==> config.mk <==
export PLATFORM = sky130hd
export DESIGN_NAME = seg_scan_capture
export DESIGN_NICKNAME = d
export VERILOG_FILES = /design/src/rtl/seg_scan_pkg.sv /design/src/rtl/seg7_to_hex.sv /design/src/rtl/seg_scan_capture.sv
export SDC_FILE = /design/constraint.sdc
export NUM_CORES = 1
export LEC_CHECK = 0
export ABC_CLOCK_PERIOD_IN_PS = 2300
export CAP_MARGIN = 40
export CELL_PAD_IN_SITES_DETAIL_PLACEMENT = 0
export CELL_PAD_IN_SITES_GLOBAL_PLACEMENT = 1
export CORE_MARGIN = 2
export CORE_UTILIZATION = 42
export CTS_CLUSTER_SIZE = 28
export DETAILED_ROUTE_END_ITERATION = 6
export PLACE_DENSITY = 0.85
export SYNTH_ARGS = -nofsm -noshare
export SYNTH_HDL_FRONTEND = slang
export SYNTH_SLANG_ARGS = --single-unit
==> constraint.sdc <==
create_clock -name clk -period 2.3 [get_ports clk]
set_input_delay 0.46 -clock clk [delete_from_list [all_inputs] [get_ports clk]]
set_output_delay 0.46 -clock clk [all_outputs]
set_load 0.05 [all_outputs]
==> src/rtl/seg_scan_pkg.sv <==
// Shared constants for the 7-segment scan capture block.
// Glyph table and legality check are in the active-low gfedcba order used on the CX bus.
package seg_scan_pkg;

  localparam logic [6:0] SEG_BLANK = 7'h7F;

  // Index n holds the glyph that displays hex digit n.
  localparam logic [6:0] SEG_GLYPH [16] = '{
    7'h40, 7'h79, 7'h24, 7'h30, 7'h19, 7'h12, 7'h02, 7'h78,
    7'h00, 7'h10, 7'h08, 7'h03, 7'h46, 7'h21, 7'h06, 7'h0E
  };

  function automatic logic seg_is_legal(input logic [6:0] code);
    logic hit;
    hit = 1'b0;
    for (int n = 0; n < 16; n++) begin
      if (code == SEG_GLYPH[n]) hit = 1'b1;
    end
    return hit;
  endfunction

endpackage

==> src/rtl/seg7_to_hex.sv <==
// Combinational decode of an active-low segment code to a hex nibble.
// Codes outside the glyph table decode to 0 with legal deasserted.
module seg7_to_hex
  import seg_scan_pkg::*;
(
  input  logic [6:0] code,
  output logic [3:0] hex,
  output logic       legal
);

  always_comb begin
    hex = 4'h0;
    for (int n = 0; n < 16; n++) begin
      if (code == SEG_GLYPH[n]) hex = 4'(n);
    end
  end

  assign legal = seg_is_legal(code);

endmodule

==> src/rtl/seg_scan_capture.sv <==
// Captures a multiplexed 7-segment scan back into per-digit registers with
// glitch filtering, glyph decode, staleness detection and a frame-complete pulse.
module seg_scan_capture
  import seg_scan_pkg::*;
#(
  parameter int NUM_DIGITS  = 4,
  parameter int STABLE_CNT  = 3,
  parameter int TIMEOUT_CYC = 1 << 20
) (
  input  logic                    clk,
  input  logic                    rst_n,
  input  logic [6:0]              CX,
  input  logic [7:0]              An,
  output logic [NUM_DIGITS*7-1:0] digit_seg,
  output logic [NUM_DIGITS*4-1:0] digit_hex,
  output logic [NUM_DIGITS-1:0]   digit_valid,
  output logic [NUM_DIGITS-1:0]   digit_bad,
  output logic [NUM_DIGITS-1:0]   digit_stale,
  output logic                    frame_done
);

  localparam int CW = $clog2(STABLE_CNT + 1);
  localparam int TW = $clog2(TIMEOUT_CYC + 1);

  logic [6:0]            cx_s1, cx_s2, cx_prev;
  logic [7:0]            an_s1, an_s2, an_prev;
  logic [CW-1:0]         cnt_reg, cnt_next;
  logic                  fire, changed, sel_ok;
  logic [NUM_DIGITS-1:0] sel, commit, mask_reg, mask_with;
  logic [3:0]            dec_hex;
  logic                  dec_legal;
  logic                  frame_done_reg;

  always_ff @(posedge clk or negedge rst_n) begin
    if (!rst_n) begin
      cx_s1   <= SEG_BLANK;
      cx_s2   <= SEG_BLANK;
      cx_prev <= SEG_BLANK;
      an_s1   <= 8'hFF;
      an_s2   <= 8'hFF;
      an_prev <= 8'hFF;
      cnt_reg <= '0;
    end else begin
      cx_s1   <= CX;
      cx_s2   <= cx_s1;
      cx_prev <= cx_s2;
      an_s1   <= An;
      an_s2   <= an_s1;
      an_prev <= an_s2;
      cnt_reg <= cnt_next;
    end
  end

  // Legal select requires exactly one low anode and all unused anodes high.
  for (genvar gi = 0; gi < NUM_DIGITS; gi++) begin : g_sel
    assign sel[gi] = (an_s2 == ~(8'd1 << gi));
  end

  assign sel_ok  = |sel;
  assign changed = ({an_s2, cx_s2} != {an_prev, cx_prev});

  // The counter saturates at STABLE_CNT, so the commit fires only on the
  // transition into that value: one commit per dwell.
  always_comb begin
    cnt_next = cnt_reg;
    fire     = 1'b0;
    if (!sel_ok) begin
      cnt_next = '0;
    end else if (changed) begin
      cnt_next = CW'(1);
      fire     = (STABLE_CNT == 1);
    end else if (cnt_reg != CW'(STABLE_CNT)) begin
      cnt_next = cnt_reg + CW'(1);
      fire     = (cnt_reg == CW'(STABLE_CNT - 1));
    end
  end

  assign commit = fire ? sel : '0;

  seg7_to_hex u_dec (
    .code  (cx_s2),
    .hex   (dec_hex),
    .legal (dec_legal)
  );

  for (genvar gi = 0; gi < NUM_DIGITS; gi++) begin : g_digit
    logic [TW-1:0] timer_reg;

    always_ff @(posedge clk or negedge rst_n) begin
      if (!rst_n) begin
        digit_seg[7*gi +: 7] <= SEG_BLANK;
        digit_hex[4*gi +: 4] <= 4'h0;
        digit_bad[gi]        <= 1'b0;
        digit_valid[gi]      <= 1'b0;
        digit_stale[gi]      <= 1'b0;
        timer_reg            <= '0;
      end else if (commit[gi]) begin
        digit_seg[7*gi +: 7] <= cx_s2;
        digit_hex[4*gi +: 4] <= dec_hex;
        digit_bad[gi]        <= ~dec_legal;
        digit_valid[gi]      <= 1'b1;
        digit_stale[gi]      <= 1'b0;
        timer_reg            <= '0;
      end else if (timer_reg != TW'(TIMEOUT_CYC)) begin
        timer_reg <= timer_reg + TW'(1);
        if (timer_reg == TW'(TIMEOUT_CYC - 1)) begin
          digit_stale[gi] <= 1'b1;
          digit_valid[gi] <= 1'b0;
        end
      end
    end
  end

  // Mask clears as the pulse is issued; commits during the pulse land in the fresh mask.
  assign mask_with = mask_reg | commit;

  always_ff @(posedge clk or negedge rst_n) begin
    if (!rst_n) begin
      mask_reg       <= '0;
      frame_done_reg <= 1'b0;
    end else begin
      frame_done_reg <= &mask_with;
      mask_reg       <= (&mask_with) ? '0 : mask_with;
    end
  end

  assign frame_done = frame_done_reg;

endmodule

==> results.sh <==
export IMPL_clockBufferDepth=2
export IMPL_globalRouteOverflowTotal=0
export IMPL_hold_viol=3
export IMPL_synth_warnings=0
export IMPL_grt_pass1_wl_mm=29.3
export IMPL_ys_seq_area_share_pct=57.6
export IMPL_drt_first_iter_violations=347
export IMPL_yosys_area_top_type="dfrtp_1"
export IMPL_cts_tree="yes"
export IMPL_violations="hold timing"
export IMPL_hpwl_mm=12.0
export IMPL_largest_reg_flops=84
export IMPL_clock_latency_ns=0.43
export IMPL_antenna_found_initial=0
export IMPL_cts_root_buf="clkbuf_16"
export IMPL_fin_crit_sh_pct=97.6
export IMPL_core_area_sq_mm=0.0200
export IMPL_remaining_drc_errors=0
export IMPL_switching_share_pct=22.7
export IMPL_critPathCaptureType="output port"
export IMPL_diodes=0
export IMPL_nFillCells=1796
export IMPL_gp_congestion=0.747
export IMPL_min_path_type="in2async"
export IMPL_worstPathMaxFanout=2
export IMPL_wl_per_cell_microns=15.4
export IMPL_p_comb_share_pct=3.5
export IMPL_cts_inserted_buffers=17
export IMPL_clkSlewWorstSetupHoldPaths_ns=0.07
export IMPL_worstPathArrival_ns=1.78
export IMPL_seqPwrFrac_pct=52.3
export IMPL_grt_use_total_pct=17.1
export IMPL_drive_gt1_share_pct=22.9
export IMPL_status="finished, violations left"
export IMPL_ff_latch_area_sq_mm=0.00490
export IMPL_rows=52
export IMPL_synth_commonest_cells="dfrtp_1, nor2_1, dfstp_2, xor2_1, mux2_2"
export IMPL_fin_cells=1125
export IMPL_synth_area_leaders="dfrtp_1, dfstp_2, xor2_1, mux2_2, nor2_1"
export IMPL_synthFlopType="dfrtp_1"
export IMPL_multi_input_area_sq_mm=0.00338
export IMPL_synth_cell_type_count=51
export IMPL_slowest_stage="clkdlybuf4s50_1"
export IMPL_required_ns=1.84
export IMPL_dp_cells=1092
export IMPL_dieArea_sq_mm=0.0214
export IMPL_ys_ff_latch=192
export IMPL_report_final_slew_viol_count=0
export IMPL_async_flop_share_pct=100
export IMPL_grt_start_max_net_pins=64
export IMPL_grt_pass1_vias=5675
export IMPL_yosys_area_top_type_share_pct=35.0
export IMPL_switching_power_mw=1.51
export IMPL_finClkSkew_ns=0.0140
export IMPL_rsz0062_at_grt="true"
export IMPL_cts_htree_levels=4
export IMPL_synthToLayoutAreaGrowth_pct=21.7
export IMPL_dieWidth_microns=146
export IMPL_critPathMaxStageDelay_ns=0.81
export IMPL_worst_pin_slew_ns=0.572
export IMPL_vias=5657
export IMPL_p_leak_nw=4.52
export IMPL_relSlewSlack_pct=61.8
export IMPL_synth_area_per_cell_sq_um=11.5
export IMPL_cp_top_family="buffers and inverters"
export IMPL_syn_nets=769
export IMPL_worst_path_buf_inv=1
export IMPL_cap_violations=0
export IMPL_cts_sinks=192
export IMPL_wl_mm=17.3
export IMPL_synth_cells=742
export IMPL_first_pass_iters=4
export IMPL_fin_setup_tns_ns=0
export IMPL_synth_edf_count=0
export IMPL_vias_per_cell=5.03
export IMPL_fin_crit_ns=2.24
export IMPL_worst_hold_slack_ns=-0.00736
export IMPL_start_kind="flip-flop"
export IMPL_start_util_pct=42.4
export IMPL_synth_most_common_cell="dfrtp_1"
export IMPL_internal_power_mw=5.14
export IMPL_nets=869
export IMPL_finalSetupViolations=0
export IMPL_syn_area_sq_mm=0.00850
export IMPL_critPathKind="reg2out"
export IMPL_ant_nets=0
export IMPL_peakVddDrop_v=0.000539
export IMPL_pin_count=74
export IMPL_power_density_mw_per_mm2=643
export IMPL_portBuffers=73
export IMPL_p_clk_share_pct=44.3
export IMPL_fmax_mhz=445
export IMPL_path_cells="clkdlybuf4s50_1"
export IMPL_dieHeight_microns=146
## metrics by stage
stage / util (%) / power (mW) / area, sq um / setup slack (ns)
after floorplan: - / 3.61 / 8500 / 0.0859
after global placement: 48.5 / 3.76 / 9720 / -0.0296
after detailed placement: 48.5 / 3.76 / 9720 / -0.0373
after CTS: 51.5 / 6.74 / 10300 / 0.0202
after global routing: 51.6 / 6.90 / 10300 / -0.0405
final: 51.6 / 6.64 / 10300 / 0.0550
## worst register-to-register path, cell delays in order (launching register included)
cell,delay [ns]
dfstp_2,0.54
xor2_1,0.07
nor4_2,0.32
nand4_2,0.21
buf_4,0.20
nor3_4,0.22
buf_4,0.22
mux2_2,0.35
## metal layers
layer | routed length [microns] | GRT usage (%) | vias to the layer above
met4 | 166 | 4.85 | 0
li1 | - | - | 2739
met5 | 0 | 0 | -
met3 | 548 | 3.44 | 8
met2 | 8190 | 26.9 | 83
met1 | 8430 | 24.3 | 2827
## cells in the final DEF (no fill, tap or decap), types with 3 or more instances in the layout
master	netlist	routed
mux2i_1	9	9
and2_1	7	7
nand2_1	37	37
xnor2_1	33	33
nor4_1	18	17
mux2_2	44	44
nand4_1	20	20
o21ai_0	13	13
dfrtp_1	119	119
buf_12	0	3
inv_1	19	19
nor4b_1	8	8
ha_1	10	10
inv_8	0	3
buf_4	8	34
dfstp_2	73	73
nor2_1	115	115
inv_6	0	6
or3_1	4	4
nor2b_1	5	5
and3_1	14	14
nand3_1	36	36
nor3_1	5	5
clkdlybuf4s50_1	0	72
xor2_1	61	61
and4_1	14	13
nand2b_1	6	6
a21oi_1	12	12
clkbuf_16	0	18
## final cells by class
| cell class | instances | area share, % |
|---|---|---|
| clock buffer | 19 | 4.39 |
| clock inverter | 13 | 1.32 |
| inverter | 19 | 0.690 |
| multi-input combinational | 501 | 32.7 |
| sequential | 192 | 47.3 |
| tap | 270 | 3.27 |
| timing repair buffer | 111 | 10.3 |
## kinds of logic after synthesis
kind of cell | Yosys count | synth area share, %
muxes | 53 | 6.89
adders and majority gates | 10 | 1.47
and+or+nand+nor | 301 | 18.2
buffers and inverters | 49 | 2.90
xor gates and xnor gates | 94 | 9.69
DFF | 192 | 57.6
AOI/OAI and AO/OA | 43 | 3.21
## final timing paths
check,from,end,slack (ns),depth (start not counted)
max,digit_seg[8]$_DFFE_PN1P_,digit_seg[8],0.06,1
min,rst_n,g_digit[2].timer_reg[4]$_DFFE_PN0P_,-0.007,1
max reg2reg,an_s2[0]$_DFF_PN1_,digit_seg[14]$_DFFE_PN1P_,0.11,7
min reg2reg,an_s1[6]$_DFF_PN1_,an_s2[6]$_DFF_PN1_,0.35,0
max in group asynchronous,rst_n,digit_seg[5]$_DFFE_PN1P_,1.62,2
min in group clk,an_s1[6]$_DFF_PN1_,an_s2[6]$_DFF_PN1_,0.35,0
## timing repair
action | in CTS | in global routing
setup endpoints to repair | 15 | 24
pin swaps | 0 | 3
cloned | 0 | 0
resized for setup | 2 | 3
setup buffers | 0 | 1
hold buffers | 0 | 0
## power groups by stage
stage | clock network, mW | registers (mW) | logic [mW]
floorplan | 0 | 3.53 | 0.0811
global placement | 0 | 3.53 | 0.231
detailed placement | 0 | 3.53 | 0.232
CTS | 3.03 | 3.47 | 0.237
global route | 3.17 | 3.48 | 0.261
finish | 2.94 | 3.47 | 0.232
(Power assumes the default switching activity.)
